`src/rtl/fetch_stage.sv`:
```
// RV32I instruction-fetch stage: program counter, zero-latency imem address,
// IF/ID pipeline register with stall/flush/redirect and a saturating fetch counter.
//
// state | meaning
// BOOT  | first edge after reset; IF/ID stays a bubble, PC holds
// RUN   | fetching; IF/ID captures imem_data every edge
// HOLD  | stalled; PC and IF/ID frozen until stall drops
module fetch_stage #(
    parameter logic [31:0] RESET_PC = 32'h0000_0000,
    parameter logic [31:0] NOP_INST = 32'h0000_0013,
    parameter int          CNT_W    = 16
) (
    input  logic             clk,
    input  logic             rst_n,
    output logic [31:0]      imem_addr,
    input  logic [31:0]      imem_data,
    input  logic             stall,
    input  logic             flush,
    input  logic             redirect,
    input  logic [31:0]      redirect_pc,
    output logic [31:0]      if_id_pc,
    output logic [31:0]      if_id_pc4,
    output logic [31:0]      if_id_inst,
    output logic             if_id_valid,
    output logic [CNT_W-1:0] fetch_count
);

    typedef enum logic [1:0] {
        BOOT = 2'd0,
        RUN  = 2'd1,
        HOLD = 2'd2
    } state_t;

    state_t      state;
    logic [31:0] pc;
    logic [31:0] pc_plus4;

    assign imem_addr = pc;
    assign pc_plus4  = pc + 32'd4;

    // RUN and HOLD share one priority chain; HOLD only differs by having been stalled.
    always_ff @(posedge clk or negedge rst_n) begin
        if (!rst_n) begin
            state       <= BOOT;
            pc          <= RESET_PC;
            if_id_pc    <= RESET_PC;
            if_id_pc4   <= RESET_PC + 32'd4;
            if_id_inst  <= NOP_INST;
            if_id_valid <= 1'b0;
            fetch_count <= '0;
        end else begin
            case (state)
                BOOT: begin
                    state <= RUN;
                end
                default: begin
                    if (redirect) begin
                        pc          <= redirect_pc & 32'hFFFF_FFFC;
                        if_id_pc    <= pc;
                        if_id_pc4   <= pc_plus4;
                        if_id_inst  <= NOP_INST;
                        if_id_valid <= 1'b0;
                        state       <= RUN;
                    end else if (flush) begin
                        if_id_pc    <= pc;
                        if_id_pc4   <= pc_plus4;
                        if_id_inst  <= NOP_INST;
                        if_id_valid <= 1'b0;
                        if (!stall) begin
                            pc <= pc_plus4;
                        end
                        state <= stall ? HOLD : RUN;
                    end else if (stall) begin
                        state <= HOLD;
                    end else begin
                        if_id_pc    <= pc;
                        if_id_pc4   <= pc_plus4;
                        if_id_inst  <= imem_data;
                        if_id_valid <= 1'b1;
                        pc          <= pc_plus4;
                        if (fetch_count != {CNT_W{1'b1}}) begin
                            fetch_count <= fetch_count + {{(CNT_W-1){1'b0}}, 1'b1};
                        end
                        state <= RUN;
                    end
                end
            endcase
        end
    end

endmodule

```
`config.mk`:
```
export PLATFORM = sky130hd
export DESIGN_NAME = fetch_stage
export DESIGN_NICKNAME = d
export VERILOG_FILES = /design/src/rtl/fetch_stage.sv
export SDC_FILE = /design/constraint.sdc
export NUM_CORES = 1
export LEC_CHECK = 0
export CAP_MARGIN = 15
export CORE_UTILIZATION = 35
export DETAILED_ROUTE_END_ITERATION = 8
export GPL_ROUTABILITY_DRIVEN = 0
export PLACE_DENSITY_LB_ADDON = 0.05
export SYNTH_ARGS = -nofsm -noshare
export SYNTH_HDL_FRONTEND = slang
export SYNTH_SLANG_ARGS = --single-unit
```
`constraint.sdc`:
```
create_clock -name clk -period 4.12 [get_ports clk]
set_clock_uncertainty 0.15 [all_clocks]
set_input_delay 0.618 -clock clk [delete_from_list [all_inputs] [get_ports clk]]
set_output_delay 0.618 -clock clk [all_outputs]
set_load 0.01 [all_outputs]
```
==> key figures <==
Clock network
  • CTS Buf Count: 17
  • Setup Buffers After CTS: 0
  • Clock transition at path regs: 60 ps
  • # hold bufs at CTS: 0
  • Htree depth: 4
  • Post-cts resize count: 0
  • Max clock buf depth: 2
  • Root Driver: clkbuf_16
  • Clk_lat worst skew: 420 ps
  • CTS tree: yes
  • CTS Sinks: 141

Timing
  • Final worst setup slack: around 1200 ps
  • Hold WS: roughly 31 ps
  • Final hold vios: 0
  • Period utilization: a little under three quarters
  • Final min period: 2920 ps
  • RSZ-0062 raised after global routing: false
  • Rel. slew slack: 31.0%
  • Sum of negative setup slack: 0 ps
  • Worst-Margin Slew: 1030 ps
  • Setup violators final: 0
  • Fin. max-slew vios: 0
  • Fmax: 342 MHz

Synth
  • Main combinational cell family by area after synthesis: simple AND/OR/NAND/NOR gates
  • Library cells used by synthesis: 61
  • Post-synth top area share: 49.8%
  • Synthesis-stage register bit count: 141
  • Synth Flop Type: dfrtp_1
  • Complex-gate fraction of the synthesized area: around 16%
  • Synth Area in Adders: less than 1%
  • Sequential cell area fraction in the yosys report: between 50 and 60%
  • Post-synthesis xor/xnor area fraction: 3.31%
  • Syn Area/Cell: 9.37 µm²
  • Cell count after synthesis: ~740
  • Largest cells by area after synthesis: dfrtp_1 (50%), nand2_1 (6.6%), a22o_1 (3.7%)
  • Largest area contributor in the netlist: dfrtp_1
  • Mux cell area share after synthesis: 0.309%
  • Number of synthesized flops with an enable pin: 0
  • Synth Area in Simple Gates: around a quarter
  • Synth Cell Area: a little under 7000 µm²
  • Yosys warning count: 0
  • Synth async-reset ratio: 100%

Critical path
  • Max incr delay on CP: 890 ps
  • Arrival @ worst endpoint: just over 3000 ps
  • CP Launch Point: imem_addr[2]
  • Worst r2r src: imem_addr[2]
  • FF-to-FF path depth: 4
  • Crit. End Element: register
  • Reg2reg end: if_id_pc4[23]
  • Crit path required time: 4280 ps
  • Slowest CP cell: or4_1
  • Worst R2R Setup Slack: ~1200 ps
  • CP Launch Type: register
  • Worst Path Class, Setup: register to register
  • Worst Path Max Fanout: 12
  • CP Cell Sequence: nand4_1, or4_1, or2_1, a221o_1

Global routing
  • Total gr overflow: 0
  • Largest net degree at the start of global routing: 75
  • First-pass GRT wire length: 34100 µm
  • Antenna violations before repair: 0
  • Vias in the first global route: approximately 6200
  • Global Route Usage Sum: 21.9%

Cells and area
  • Fillers: 1802
  • Commonest non-fill, non-tap cell in the layout: clkdlybuf4s50_1
  • Most frequent cells in the layout: clkdlybuf4s50_1 (203), dfrtp_1 (137), nand2_1 (122)
  • Area growth, synth to finish: 40.8%
  • Share of layout cells above drive strength 1: 6.32%
  • Register Area: 3530 µm²
  • Antenna cells: 0
  • Footprint of the multi-input gates: 3040 µm²
  • Final nets: 977

Floorplanning
  • Die Span X: around 140 µm
  • Row count: 50
  • I/O pins: 214
  • CORE AREA: 19000 µm²
  • Initial Util: 36.2%
  • Total die area: approximately 20000 µm²
  • Die Ht: 142 µm

Placement
  • Buffers added on ports: 205
  • Post-DP HPWL: 14800 µm
  • Pre-CTS worst setup slack: between 1000 and 1500 ps

Drt
  • Routed vias: ~6300
  • WL/cell: 18.2 µm
  • DRT Wirelength: about 21000 µm
  • Post-DRT Antenna Nets: 0
  • Number of remaining DRC errors: 0
  • Detailed Routing Iterations Pass 1: 4
  • Iter 0 DRT Violations: 318
  • Post-DR vias/cell: 5.33

Job
  • MaxCap Viol Count: 0

Power and ir drop
  • Peak supply drop: 0.287 mV
  • Power Density: 458 nW/µm²
  • Pwr Total: around 4.4 mW
  • Leakage: 3.99 nW

Worst hold path
  • Hold Crit Class: input pin to async pin

Run status
  • Run status: completed
-- synth_stat cells, drive strengths merged, types with 18 or more instances --
library cell,count
dfrtp,137
nand2,123
clkbuf,45
o21ai,42
nand3,36
nor2,33
a22o,29
buf,25
a21oi,23
nor4,21
nand4,19
and3,18
-- state kept, by name (all words and copies together) (netlist names) --
signal	count
if_id_pc4	30
imem_addr	30
if_id_valid	1
if_id_inst	32
if_id_pc	30
fetch_count	16
state	2
-- cell families (layout without fill, tap and decap cells) --
group | after synthesis | in the layout
fa+ha+maj | 2 | 2
other cells | 1 | 6
flops | 141 | 141
mux | 2 | 2
simple gates | 320 | 320
compound gates | 160 | 160
buf+inv | 83 | 261
xor+xnor | 26 | 26
-- through the flow --
step                      instances  util [%]  cell area (µm²)
after floorplan                 740         -             6910
after global placement         1147      47.9             9110
after detailed placement       1147      47.9             9110
after CTS                      1178      51.0             9700
after global routing           1178      51.0             9700
final                          1178      51.0             9700
-- metal layers --
| metal | GRT usage, % | vias up | share of wire, % |
|---|---|---|---|
| li1 | - | 2994 | - |
| met1 | 28.1 | 3077 | 44 |
| met2 | 35.2 | 195 | 47 |
| met3 | 7.54 | 18 | 7.6 |
| met4 | 5.66 | 0 | 0.95 |
| met5 | 0 | - | 0 |
-- where the power goes --
group	switching [mW]	leakage, nW	internal, mW	total, mW
sequential	0.237	1.73	1.59	1.83
combinational	0.492	1.98	0.568	1.06
clock	0.615	0.286	0.938	1.55
-- how the worst max path moves through the flow --
| stage | end | slack [ps] | cells after the start |
|---|---|---|---|
| floorplan | imem_addr[28] | 1670 | 6 |
| global placement | if_id_pc4[4] | 1070 | 5 |
| detailed placement | if_id_pc4[5] | 1030 | 5 |
| CTS | if_id_pc4[23] | 1180 | 4 |
| global route | imem_addr[16] | 990 | 5 |
| finish | if_id_pc4[23] | 1200 | 4 |
-- critical path, delay by kind of cell (launching register included) --
family	cells	cell delay [ps]
AO/OA/AOI/OAI	1	330
flip-flops	1	580
AND/OR/NAND/NOR	3	1750
-- cell type report --
cell class / count / area share, %
flip-flops and latches: 141 / 36.4
multi-input cells: 516 / 31.4
repair buffers: 217 / 22.3
clock buffers: 22 / 4.89
well taps: 260 / 3.35
clock inverters: 9 / 1.16
inverters: 13 / 0.503
Power figures use the tool's default switching activity.
==> RTL change, RTL diff (config.mk and constraints unchanged) <==
Make the reset (`rst_n`) synchronous in one clocked block.
--- a/src/rtl/fetch_stage.sv
+++ b/src/rtl/fetch_stage.sv
@@ -39,7 +39,7 @@
     assign pc_plus4  = pc + 32'd4;
 
     // RUN and HOLD share one priority chain; HOLD only differs by having been stalled.
-    always_ff @(posedge clk or negedge rst_n) begin
+    always_ff @(posedge clk) begin
         if (!rst_n) begin
             state       <= BOOT;
             pc          <= RESET_PC;
Check against the original RTL: differs if rst_n is asserted again (counterexample within 4 cycles, from zero or initial values and one cycle with rst_n low); with rst_n held inactive, the same outputs for 4 cycles.
==> RTL change against the original RTL <==
Wire length rose by 1.3%; sequential cell count stayed put; final area shrank 3.6%; non-clock buffer count is 2 lower; hold slack better by 270 ps; critical path type unchanged; highest routed layer unchanged; first-iteration DRC count increased by 9.7%; global-route usage up 0.28 points; area after synthesis shrank 3.6%; setup slack better by 260 ps; core utilization shrank 0.83 points.
Power is not compared: it rests on default switching activity, and its combinational part moved more than twofold at a synthesized area within 25%.
==> RTL change: results (changes against the original RTL) <==
[logic_synthesis]
ys_types = 62  ; was 61
synth_fa_ha_area_frac = 0.00377  ; was 0.00363
ys_seq_area_frac = 0.425  ; was 0.513
ys_top_cells_by_area = dfxtp_1 43%, nand2_1 6.4%, a21oi_1 4.9%, nor2_1 4.0%, a22oi_1 3.7%  ; was dfrtp_1 50%, nand2_1 6.6%, a22o_1 3.7%, o21ai_0 3.0%, nand3_1 2.5%
synthTopCellsByCount = 141 x dfxtp_1, 113 x nand2_1, 70 x nor2_1  ; was 137 x dfrtp_1, 122 x nand2_1, 45 x clkbuf_1
synthArstFlopShare = 0  ; was 1.00

[final_layout]
design_area_um2 = 9350  ; was 9700 um^2
buffers = 215  ; was 217
n_clock_buffer = 18  ; was 22
clock_tree_area_fraction = 0.0665  ; was 0.0605
regArea_um2 = 2820  ; was 3530 um^2
buffer_area_frac = 0.229  ; was 0.223

[global_route]
grt.total_usage = 0.222  ; was 0.219
first_global_vias = 6202  ; was 6184
use_met3 = 0.0588  ; was 0.0754
grt_first_pass_wirelength_um = 34500  ; was 34100 um
use_met2 = 0.347  ; was 0.352

[setup_path]
setup.worst_path.start = imem_addr[2]  ; unchanged
slowest_stage = or4b_1  ; was or4_1

[routing]
drt_wl_total_um = 21800  ; was 21500 um
drt-wirelength-per-cell_um = 17.7  ; was 18.2 um
first_pass_iters = 5  ; was 4
met2WireLength_um = 9760  ; was 10200 um

[placed_design]
hpwl_um = 14100  ; was 14800 um
dp_slack_ps = 1130  ; was 1030 ps
dpl_cell_area_um2 = 8730  ; was 9110 um^2
dp_cells = 1199  ; was 1147

[hold_path]
min_path_type = flip-flop to flip-flop  ; was input port to asynchronous set/reset pin

[status]
status = complete, no violations  ; unchanged

==> RTL change: cell types whose count changed after synthesis, moves of 8 or more <==
cell / before / now
a22oi_1: 4 / 33
xor2_1: 15 / 4
nor4_1: 20 / 12
dfrtp_1: 137 / 0
a21oi_1: 23 / 65
nand4_1: 19 / 30
clkbuf_1: 45 / 60
dfxtp_1: 0 / 141
a22o_1: 29 / 1
nand2_1: 122 / 113
nor2_1: 33 / 70
==> RTL change: path summary, 6_finish.rpt <==
| path | depth (start not counted) | slack, ps | endpoint |
|---|---|---|---|
| max | 5 | 1460 | imem_addr[22] |
| min | 2 | 300 | if_id_pc[25] |
| min reg2reg | 2 | 300 | if_id_pc[25] |
| max reg2reg | 5 | 1460 | imem_addr[22] |
==> RTL change: power by group through the flow <==
stage                     combinational [W]  clock (W)  sequential [W]
final                              0.000456    0.00163         0.00150
after global routing               0.000498    0.00172         0.00151
after CTS                          0.000461    0.00167         0.00150
after detailed placement           0.000459          0         0.00153
after global placement             0.000458          0         0.00153
after floorplan                    0.000219          0         0.00152
